<file path="src/rtl/right_shift_rot_32_pkg.sv">
// Shared widths and mode encoding for the 32-bit right shifter/rotator.
package right_shift_rot_32_pkg;
  localparam int DATA_W = 32;
  localparam int AMT_W  = 5;
  localparam logic SHIFT  = 1'b0;
  localparam logic ROTATE = 1'b1;
endpackage

</file>
<file path="src/rtl/right_shift_rot_32_stage.sv">
// One log-shifter stage: shifts or rotates right by K when enabled, else passes through.
module rsr_stage
  import right_shift_rot_32_pkg::*;
#(
  parameter int K = 1
) (
  input  logic [DATA_W-1:0] data,
  input  logic              enable,
  input  logic              rotate,
  output logic [DATA_W-1:0] result
);

  logic [K-1:0] fill;

  always_comb begin
    fill = (rotate == ROTATE) ? data[K-1:0] : {K{1'b0}};
    if (enable) begin
      result = {fill, data[DATA_W-1:K]};
    end else begin
      result = data;
    end
  end

endmodule

</file>
<file path="src/rtl/right_shift_rot_32.sv">
// Registered 32-bit right barrel shifter/rotator: five log stages feeding one output register.
module right_shift_rot_32
  import right_shift_rot_32_pkg::*;
(
  input  logic              clk,
  input  logic              rst_n,
  input  logic [DATA_W-1:0] in,
  input  logic              rotate,
  input  logic [AMT_W-1:0]  select,
  output logic [DATA_W-1:0] out
);

  // stg[s] is the input to stage s; stg[AMT_W] is the fully shifted word.
  logic [DATA_W-1:0] stg [0:AMT_W];

  assign stg[0] = in;

  for (genvar s = 0; s < AMT_W; s++) begin : g_stage
    rsr_stage #(
      .K(1 << s)
    ) u_stage (
      .data  (stg[s]),
      .enable(select[s]),
      .rotate(rotate),
      .result(stg[s+1])
    );
  end

  // Output register stage
  always_ff @(posedge clk or negedge rst_n) begin
    if (!rst_n) begin
      out <= '0;
    end else begin
      out <= stg[AMT_W];
    end
  end

endmodule

</file>
<file path="config.mk">
export PLATFORM = sky130hd
export DESIGN_NAME = right_shift_rot_32
export DESIGN_NICKNAME = d
export VERILOG_FILES = /design/src/rtl/right_shift_rot_32_pkg.sv /design/src/rtl/right_shift_rot_32_stage.sv /design/src/rtl/right_shift_rot_32.sv
export SDC_FILE = /design/constraint.sdc
export NUM_CORES = 1
export LEC_CHECK = 0
export ABC_AREA = 1
export ABC_CLOCK_PERIOD_IN_PS = 800
export CAP_MARGIN = 15
export CORE_AREA = 10 10 99 101
export CTS_CLUSTER_SIZE = 24
export DETAILED_ROUTE_END_ITERATION = 12
export DIE_AREA = 0 0 109 111
export GPL_ROUTABILITY_DRIVEN = 0
export MAX_ROUTING_LAYER = met4
export PLACE_DENSITY = 0.63
export RECOVER_POWER = 25
export REMOVE_ABC_BUFFERS = 1
export SLEW_MARGIN = 20
export SYNTH_ARGS = -nofsm -noshare
export SYNTH_HDL_FRONTEND = slang
export SYNTH_SLANG_ARGS = --single-unit
export TNS_END_PERCENT = 10
</file>
<file path="constraint.sdc">
create_clock -name clk -period 0.8 [get_ports clk]
set_input_delay 0.16 -clock clk [delete_from_list [all_inputs] [get_ports clk]]
set_output_delay 0.16 -clock clk [all_outputs]
set_load 0.02 [all_outputs]
</file>
# Yosys cells after proc, flatten, opt, wreduce, memory -nomap -nowiden
# Index checks and enable logic that the tools add are counted.
# classes
n_addsub	0
multipliers	0
n_div	0
magnitude_cmp	0
eq_ne	0
n_shift	0
n_mux	10
n_bitwise	0
n_reduce_logical	0
# ops
op	count
$mux 32	5
$mux 16	1
$mux 8	1
$mux 4	1
$mux 2	1
$mux 1	1
# totals
register_bits	32
latchBits	0
mem_bits_rw	0
rom_bits	0
in_bits	40
out_inout_bits	32
word_cells	11
mem_count	0

# Longest topological paths before layout
# Gate-level depths: netlist of the first run.
# depth
ltp_word	10
mapped_depth	13
ltp_nobuf	11

# Modules after synthesis
# From an unflattened synthesis of the first run, not the netlist that was laid out.
# unflattened
cells_unflattened	555
hier_area_um2	3180.6
# by_module_without_submodules
module	instances	cells_per_inst	area_each_um2	seq_area_each_um2
right_shift_rot_32	1	32	800.8	800.8
rsr_stage (g_stage[1].u_stage)	1	104	518.0	0.0
rsr_stage (g_stage[0].u_stage)	1	104	493.0	0.0
rsr_stage (g_stage[4].u_stage)	1	106	473.0	0.0
rsr_stage (g_stage[3].u_stage)	1	105	452.9	0.0
rsr_stage (g_stage[2].u_stage)	1	104	442.9	0.0

# Worst setup path after synthesis of the first run
# No wires, ideal clock.
# synth_timing
path_kind	input port to flip-flop
from	in select[0]
to	reg out[19]
setup_ns	0.117
arrival_time_ns	0.941
required_ns	0.683
setup_slack_ns	-0.258
path_stages	10
path_buffers	2
path_cell_list	buf_6 buf_4 nand2_1 nand3_1 nand2_1 nand2_1 nand2_1 nand2_1 nand3_1 nand2_1
# synth_via
elab_chain_len	6
elab_cells_between_ends	7
classes_between	mux (7)
# synth_lines
element	line	source
start: declaration	right_shift_rot_32.sv:9	input logic [AMT_W-1:0] select,
$mux 32 (*)	right_shift_rot_32_stage.sv:17	if (enable) begin
$mux 2 / $mux 32 (equally long branches)	right_shift_rot_32_stage.sv:16, right_shift_rot_32_stage.sv:17	
$mux 32 (*) (4 in series)	right_shift_rot_32_stage.sv:17	
via g_stage[4].u_stage.result[19]	right_shift_rot_32_stage.sv:10	output logic [DATA_W-1:0] result
end signal: assignment	right_shift_rot_32.sv:34	out <= stg[AMT_W];
end: declaration	right_shift_rot_32.sv:10	output logic [DATA_W-1:0] out
# Mark *: on every way through the listed nets, which the timed path passes. The rest lies on a longest branch.

# Final worst setup path of the first run
# layout_timing
from	in in[1]
to	reg out[31]
# layout_via
elab_chain_len	6
# layout_lines
element	line	source
start: declaration	right_shift_rot_32.sv:7	input logic [DATA_W-1:0] in,
$mux 32	right_shift_rot_32_stage.sv:17	
$mux 2	right_shift_rot_32_stage.sv:16	fill = (rotate == ROTATE) ? data[K-1:0] : {K{1'b0}};
$mux 32 (4 in series)	right_shift_rot_32_stage.sv:17	
via g_stage[4].u_stage.result[31]	right_shift_rot_32_stage.sv:10	
# The timed path passes the listed nets, and every way through them passes these cells.

==> impl_metrics.json, run 1 <==
{
  "crit_path_start": "in[1]",
  "numPortBuffers": 71,
  "synth_enable_flop_cells": 0,
  "cap_violations": 0,
  "grt_setup_unrepaired": "yes",
  "grtUsageMet1": 0.254,
  "synth_flop_cell": "sky130_fd_sc_hd__dfrtp_1",
  "root_buffer": "sky130_fd_sc_hd__clkbuf_8",
  "synth_cells": 461,
  "timing_worst_slew_pin_value_ps": 352,
  "start_kind": "primary input",
  "synthDominantAreaCellType": "sky130_fd_sc_hd__nand3_1",
  "netSwitchingFraction": 0.416,
  "gr-usage-all-layers": 0.199,
  "syn2layout_area_growth_pct": 85.8,
  "largest_register_ffs": 32,
  "power.density_cell_area_nw_per_um2": 1250,
  "finalCritPeriodShare": 1.35,
  "static-leakage-power_uw": 0.00248,
  "clk_path_buf_depth": 2,
  "drt_pass1_iterations": 6,
  "synth_cell_type_count": 11,
  "post_drt_wl_per_cell_um": 21.7,
  "drc_violations_left": 0,
  "post-synth-top-count-cell": "sky130_fd_sc_hd__nand3_1",
  "setup-violations-final": 64,
  "die_h_um": 111,
  "pwr-share-comb": 0.493,
  "core_area_sq_um": 7970,
  "yosys-top-cells-count": "217 x sky130_fd_sc_hd__nand3_1, 170 x sky130_fd_sc_hd__nand2_1, 32 x sky130_fd_sc_hd__dfrtp_1",
  "grt_antenna_before_repair": 0,
  "cts_htree_levels": 2,
  "ys_warn_count": 0,
  "cts_made_buffers": 5,
  "n_antenna_cell": 0,
  "cts.clk_slew.worst_paths_ps": 70,
  "grt_pass1_vias": 3708,
  "timing.critical_path.fanout_max": 2,
  "clockPowerShare": 0.215,
  "worstPathArrival_ps": 1320,
  "post_synth_instance_area_sq_um": 2750,
  "detail-route-antenna-nets": 0,
  "use_met2": 0.291,
  "starting_density": 0.345,
  "p_seq_frac": 0.291,
  "max_flop_register": "out",
  "crit_path_end_kind": "flip-flop",
  "syn_area_per_cell_sq_um": 5.96,
  "vias": 4174,
  "drive_above_1_share": 0.538,
  "min_period_ps": 1080,
  "synth_top_area_frac": 0.395,
  "end_of_the_critical_path": "out[31]$_DFF_PN0_",
  "setup_ws_final_ps": -283,
  "worst_ir_drop_vdd_uv": 570,
  "tritoncts": "done",
  "floorplan.io_pins": 72,
  "post_drt_via_cell_ratio": 6.44,
  "global_route_wire_length_before_repair_mm": 19.1,
  "final_hold_viol_count": 0,
  "synth.area.top_cells": "sky130_fd_sc_hd__nand3_1 40%, sky130_fd_sc_hd__dfrtp_1 29%, sky130_fd_sc_hd__nand2_1 23%, sky130_fd_sc_hd__buf_2 2.7%, sky130_fd_sc_hd__buf_6 1.6%",
  "fp.dieArea_sq_um": 12100,
  "grt.met3_usage": 0.0436,
  "power.net_switching_uw": 2650,
  "status": "finished, violations left",
  "crit_required_ps": 1040,
  "pre_cts_slack_ps": -928,
  "registers_with_the_highest_flip_flop_counts": "out (32)",
  "relSlewSlack": 0.765,
  "std_cell_rows": 33,
  "layout.filler_cells": 584,
  "estimated_wirelength_of_the_detail_placed_design_mm": 7.97,
  "pin_count_of_the_biggest_net_entering_global_routing": 33,
  "worst_hold_check_path_type": "in -> async",
  "seq_area_frac_synth": 0.291,
  "flop_and_latch_count_out_of_synthesis": 32,
  "grt_overflow": 0,
  "cts_hold_repair.buffers": 0,
  "detail_route.wirelength_mm": 14.1,
  "achievable-frequency_mhz": 923,
  "gr-max-usage-layer": "met2",
  "design.final.nets": 583,
  "ys_async_sr_fraction": 1.00,
  "final_max_slew_viol_count": 0,
  "violations": "negative setup slack",
  "internal-power_uw": 3720,
  "clock_sink_count": 32,
  "timing_worst_setup_path_type": "in -> reg",
  "initialDrtViolationCount": 510,
  "fin_util": 0.641,
  "die-width_um": 109
}
[critical path: stages]
cell and delay (ps):
sky130_fd_sc_hd__dlygate4sd2_1 410, sky130_fd_sc_hd__nand2_8 100, sky130_fd_sc_hd__nand2_4 60, sky130_fd_sc_hd__nand2_2 50
sky130_fd_sc_hd__nand2_1 70, sky130_fd_sc_hd__nand2_1 80, sky130_fd_sc_hd__nand2_1 100, sky130_fd_sc_hd__nand2_1 60
sky130_fd_sc_hd__nand2_1 100, sky130_fd_sc_hd__nand2_1 60, sky130_fd_sc_hd__nand2_1 70
[metal layers]
metal	vias to the layer above	part of all wire
met5	-	0
met4	0	0.067
met3	124	0.13
met2	429	0.45
met1	1885	0.36
li1	1736	-
[area by class of cell]
class                      count  area [sq um]  area share
tap                          105           131      0.0257
clock buffer                   7          96.3      0.0189
multi-input combinational    387          2930       0.574
sequential                    32           801       0.157
timing repair buffer         104          1040       0.204
inverter                      11          77.6      0.0152
timing repair inverter         2          27.5     0.00539
[stage by stage]
| stage | total power (uW) | TNS (ps) | hold slack [ps] | area, sq um | instances |
|---|---|---|---|---|---|
| global route | 6660 | -14540 | 341 | 5110 | 648 |
| detailed placement | 4210 | -37060 | 569 | 3670 | 628 |
| global placement | 4190 | -35820 | 553 | 3670 | 628 |
| CTS | 5810 | -9740 | 270 | 4470 | 647 |
| floorplan | 3060 | -11380 | -136 | 2570 | 430 |
| finish | 6370 | -12380 | 283 | 5110 | 648 |
[what timing repair did]
action                                 4_1_cts  5_1_grt
setup endpoints to repair                   64       64
buffers inserted                             4        1
gates resized for setup                    347      141
endpoints found under the hold margin        0        0
pin swaps                                   40       38
gates cloned                                 8        1
[power groups by stage]
stage / sequential [uW] / clock, uW / combinational, uW
after floorplan: 2140 / 0 / 913
after global placement: 1880 / 0 / 2310
after detailed placement: 1890 / 0 / 2320
after CTS: 1850 / 1370 / 2590
after global routing: 1870 / 1470 / 3320
final: 1860 / 1370 / 3140
[worst min-delay path by stage]
stage / from / end / slack [ps] / depth (start not counted)
finish: rst_n / out[8]$_DFF_PN0_ / 280 / 2
global route: rst_n / out[8]$_DFF_PN0_ / 340 / 2
CTS: rst_n / out[26]$_DFF_PN0_ / 270 / 2
detailed placement: rst_n / out[26]$_DFF_PN0_ / 570 / 2
global placement: rst_n / out[2]$_DFF_PN0_ / 550 / 2
floorplan: rst_n / out[0]$_DFF_PN0_ / -140 / 0
[kinds of logic after synthesis]
| group | Yosys count | share of synthesized area |
|---|---|---|
| buffers and inverters | 42 | 0.0811 |
| DFF | 32 | 0.291 |
| and+or+nand+nor | 387 | 0.628 |
[cell usage in the layout (no fill, tap or decap)]
master / Yosys / layout
sky130_fd_sc_hd__inv_8: 0 / 2
sky130_fd_sc_hd__inv_1: 9 / 7
sky130_fd_sc_hd__dfrtp_1: 32 / 32
sky130_fd_sc_hd__nand2_1: 170 / 89
sky130_fd_sc_hd__nand3_4: 0 / 22
sky130_fd_sc_hd__dlygate4sd3_1: 0 / 1
sky130_fd_sc_hd__clkbuf_4: 0 / 1
sky130_fd_sc_hd__buf_12: 0 / 7
sky130_fd_sc_hd__inv_2: 1 / 1
sky130_fd_sc_hd__buf_6: 4 / 8
sky130_fd_sc_hd__dlygate4sd2_1: 0 / 31
sky130_fd_sc_hd__clkbuf_2: 0 / 1
sky130_fd_sc_hd__nand2_8: 0 / 8
sky130_fd_sc_hd__bufbuf_16: 0 / 1
sky130_fd_sc_hd__buf_8: 0 / 2
sky130_fd_sc_hd__nand3_1: 217 / 87
sky130_fd_sc_hd__buf_16: 0 / 6
sky130_fd_sc_hd__inv_4: 0 / 1
sky130_fd_sc_hd__clkinv_16: 0 / 1
sky130_fd_sc_hd__nand3_2: 0 / 108
sky130_fd_sc_hd__inv_12: 0 / 1
sky130_fd_sc_hd__buf_2: 15 / 27
sky130_fd_sc_hd__buf_4: 3 / 15
sky130_fd_sc_hd__clkbuf_8: 0 / 7
sky130_fd_sc_hd__nand2_4: 0 / 16
sky130_fd_sc_hd__clkdlybuf4s15_1: 0 / 4
sky130_fd_sc_hd__nand2_2: 0 / 57
(Power assumes the default switching activity.)
==> inputs of run 2 (changes only) <==
ABC_CLOCK_PERIOD_IN_PS = 1050   (was 800)
CORE_AREA = 10 10 94 96   (was 10 10 99 101)
DIE_AREA = 0 0 104 106   (was 0 0 109 111)
PLACE_DENSITY = 0.69   (was 0.63)
clock period = 1.05 ns   (was 0.8 ns; I/O delays follow)
==> run 2 against run 1 <==
Utilization shrank 1.4 points; largest power group unchanged; routed wire length shrank 12%; non-clock buffer count grew 3; die area shrank 8.9%; the run still ends with negative setup slack left; first-iteration DRC count grew 24%; power shrank 32%; count of clock-buffer cells in the layout shrank 1.
==> impl_metrics.json, run 2 (same netlist as run 1, synthesis figures left out) <==
{
  "std_cell_rows": 31,
  "cts.clk_slew.worst_paths_ps": 70,
  "root_buffer": "sky130_fd_sc_hd__clkbuf_8",
  "cts_hold_repair.buffers": 0,
  "registers_with_the_highest_flip_flop_counts": "out (32)",
  "clock_sink_count": 32,
  "status": "finished, violations left",
  "timing_worst_setup_path_type": "in -> reg",
  "detail-route-antenna-nets": 0,
  "global_route_wire_length_before_repair_mm": 17.4,
  "cts_htree_levels": 2,
  "crit_path_end_kind": "flip-flop",
  "layout.filler_cells": 589,
  "power.net_switching_uw": 1750,
  "timing.critical_path.fanout_max": 5,
  "drt_pass1_iterations": 6,
  "cts_made_buffers": 5,
  "worst_hold_check_path_type": "in -> async",
  "fp.dieArea_sq_um": 11000,
  "vias": 3932,
  "pwr-share-comb": 0.471,
  "min_period_ps": 1100,
  "relSlewSlack": 0.718,
  "starting_density": 0.389,
  "final_hold_viol_count": 0,
  "tritoncts": "done",
  "die_h_um": 106,
  "violations": "negative setup slack",
  "grt_overflow": 0,
  "power.density_cell_area_nw_per_um2": 974,
  "p_seq_frac": 0.326,
  "internal-power_uw": 2550,
  "die-width_um": 104,
  "static-leakage-power_uw": 0.00231,
  "finalCritPeriodShare": 1.05,
  "core_area_sq_um": 7060,
  "design.final.nets": 586,
  "critical_path.slowest_cell": "sky130_fd_sc_hd__bufbuf_16",
  "final_non_filler_cells": 645,
  "placed_cells": 625,
  "crit_required_ps": 1230,
  "floorplan.io_pins": 72,
  "setup-violations-final": 12,
  "grt_antenna_before_repair": 0,
  "start_kind": "primary input",
  "worst_path_largest_cell_delay_ps": 260,
  "pin_count_of_the_biggest_net_entering_global_routing": 33,
  "layout_commonest_cell": "sky130_fd_sc_hd__nand2_1",
  "largest_register_ffs": 32,
  "syn2layout_area_growth_pct": 61.0,
  "critical-path-top-cell-by-count": "sky130_fd_sc_hd__nand2_1",
  "cap_violations": 0,
  "initialDrtViolationCount": 632,
  "clk_path_buf_depth": 2,
  "post_drt_wl_per_cell_um": 19.2,
  "worstPathArrival_ps": 1280,
  "drc_violations_left": 0,
  "estimated_wirelength_of_the_detail_placed_design_mm": 7.88,
  "fin_util": 0.627,
  "grt_setup_unrepaired": "yes",
  "clockPowerShare": 0.203,
  "max_flop_register": "out",
  "timing_worst_slew_pin_value_ps": 422,
  "achievable-frequency_mhz": 905,
  "gr-usage-all-layers": 0.194,
  "post_drt_via_cell_ratio": 6.10,
  "drive_above_1_share": 0.423,
  "n_antenna_cell": 0,
  "worst_ir_drop_vdd_uv": 650,
  "setup_ws_final_ps": -54.5,
  "grt_pass1_vias": 3569,
  "final_max_slew_viol_count": 0,
  "layout.cells.most_common_list": "122 x sky130_fd_sc_hd__nand2_1, 119 x sky130_fd_sc_hd__nand3_1, 97 x sky130_fd_sc_hd__nand3_2, 43 x sky130_fd_sc_hd__nand2_2, 33 x sky130_fd_sc_hd__buf_2",
  "detail_route.wirelength_mm": 12.4,
  "worstPathCellList": "buf_12 > bufbuf_16 > nand2_2 > nand3_2 > nand3_1 > nand2_1 > nand2_1 > nand2_1 > nand2_1 > nand2_1",
  "netSwitchingFraction": 0.407,
  "total_power_uw": 4310,
  "numPortBuffers": 71
}
[run 2: cell count changes in the layout (fill, tap and decap cells not counted), moves of 11 or more]
cell                      before  now
sky130_fd_sc_hd__nand3_4      22    1
sky130_fd_sc_hd__nand3_1      87  119
sky130_fd_sc_hd__nand2_4      16    4
sky130_fd_sc_hd__nand3_2     108   97
sky130_fd_sc_hd__nand2_1      89  122
sky130_fd_sc_hd__nand2_2      57   43
[run 2: power by group through the flow]
stage / Clock (uW) / Sequential, uW / Combinational, uW
2_1_floorplan: 0 / 1630 / 696
3_3_place_gp: 0 / 1430 / 1740
3_5_place_dp: 0 / 1440 / 1760
4_1_cts: 891 / 1410 / 1740
5_1_grt: 937 / 1420 / 2180
6_report: 876 / 1400 / 2030
[run 2: final cells by class]
type / count / area (sq um) / area share
Clock buffer: 6 / 72.6 / 0.0164
Clock inverter: 1 / 5.00 / 0.00113
Inverter: 11 / 72.6 / 0.0164
Multi-Input combinational cell: 387 / 2380 / 0.537
Sequential cell: 32 / 801 / 0.181
Tap cell: 99 / 124 / 0.0280
Timing Repair Buffer: 107 / 950 / 0.215
Timing Repair inverter: 2 / 22.5 / 0.00509
[run 2: stage by stage]
step	instance area [sq um]	TNS [ps]	hold WS, ps	setup WS, ps
5_1_grt	4420	-1710	472	-161
3_5_place_dp	3660	-24040	595	-720
3_3_place_gp	3660	-23050	591	-687
4_1_cts	3900	-493	299	-55.7
2_1_floorplan	2570	-4980	-85.6	-194
6_report	4420	-310	426	-54.5
[run 2: final timing paths]
check,end,startpoint,slack [ps],depth (start not counted)
max in group asynchronous,out[21]$_DFF_PN0_,rst_n,320,2
hold / removal,out[2]$_DFF_PN0_,rst_n,430,2
setup / recovery,out[27]$_DFF_PN0_,select[0],-50,10
min in group clk,out[17]$_DFF_PN0_,select[2],450,5
[run 2: routing by layer]
layer  global-route usage  routed length [um]
met1                0.251                4830
met5                    -                   0
met3               0.0332                1450
met4               0.0845                 665
met2                0.292                5430
[run 2: worst max-delay path: cells and delay by family]
kind                   cells  cell delay, ps
buffers and inverters      2             370
AND/OR/NAND/NOR            8             690
[run 2: what timing repair did]
action                     4_1_cts  5_1_grt
gates resized for setup        234      120
buffers inserted                 0        6
pin swaps                       19       18
gates cloned                     4        3
setup endpoints to repair       64       33
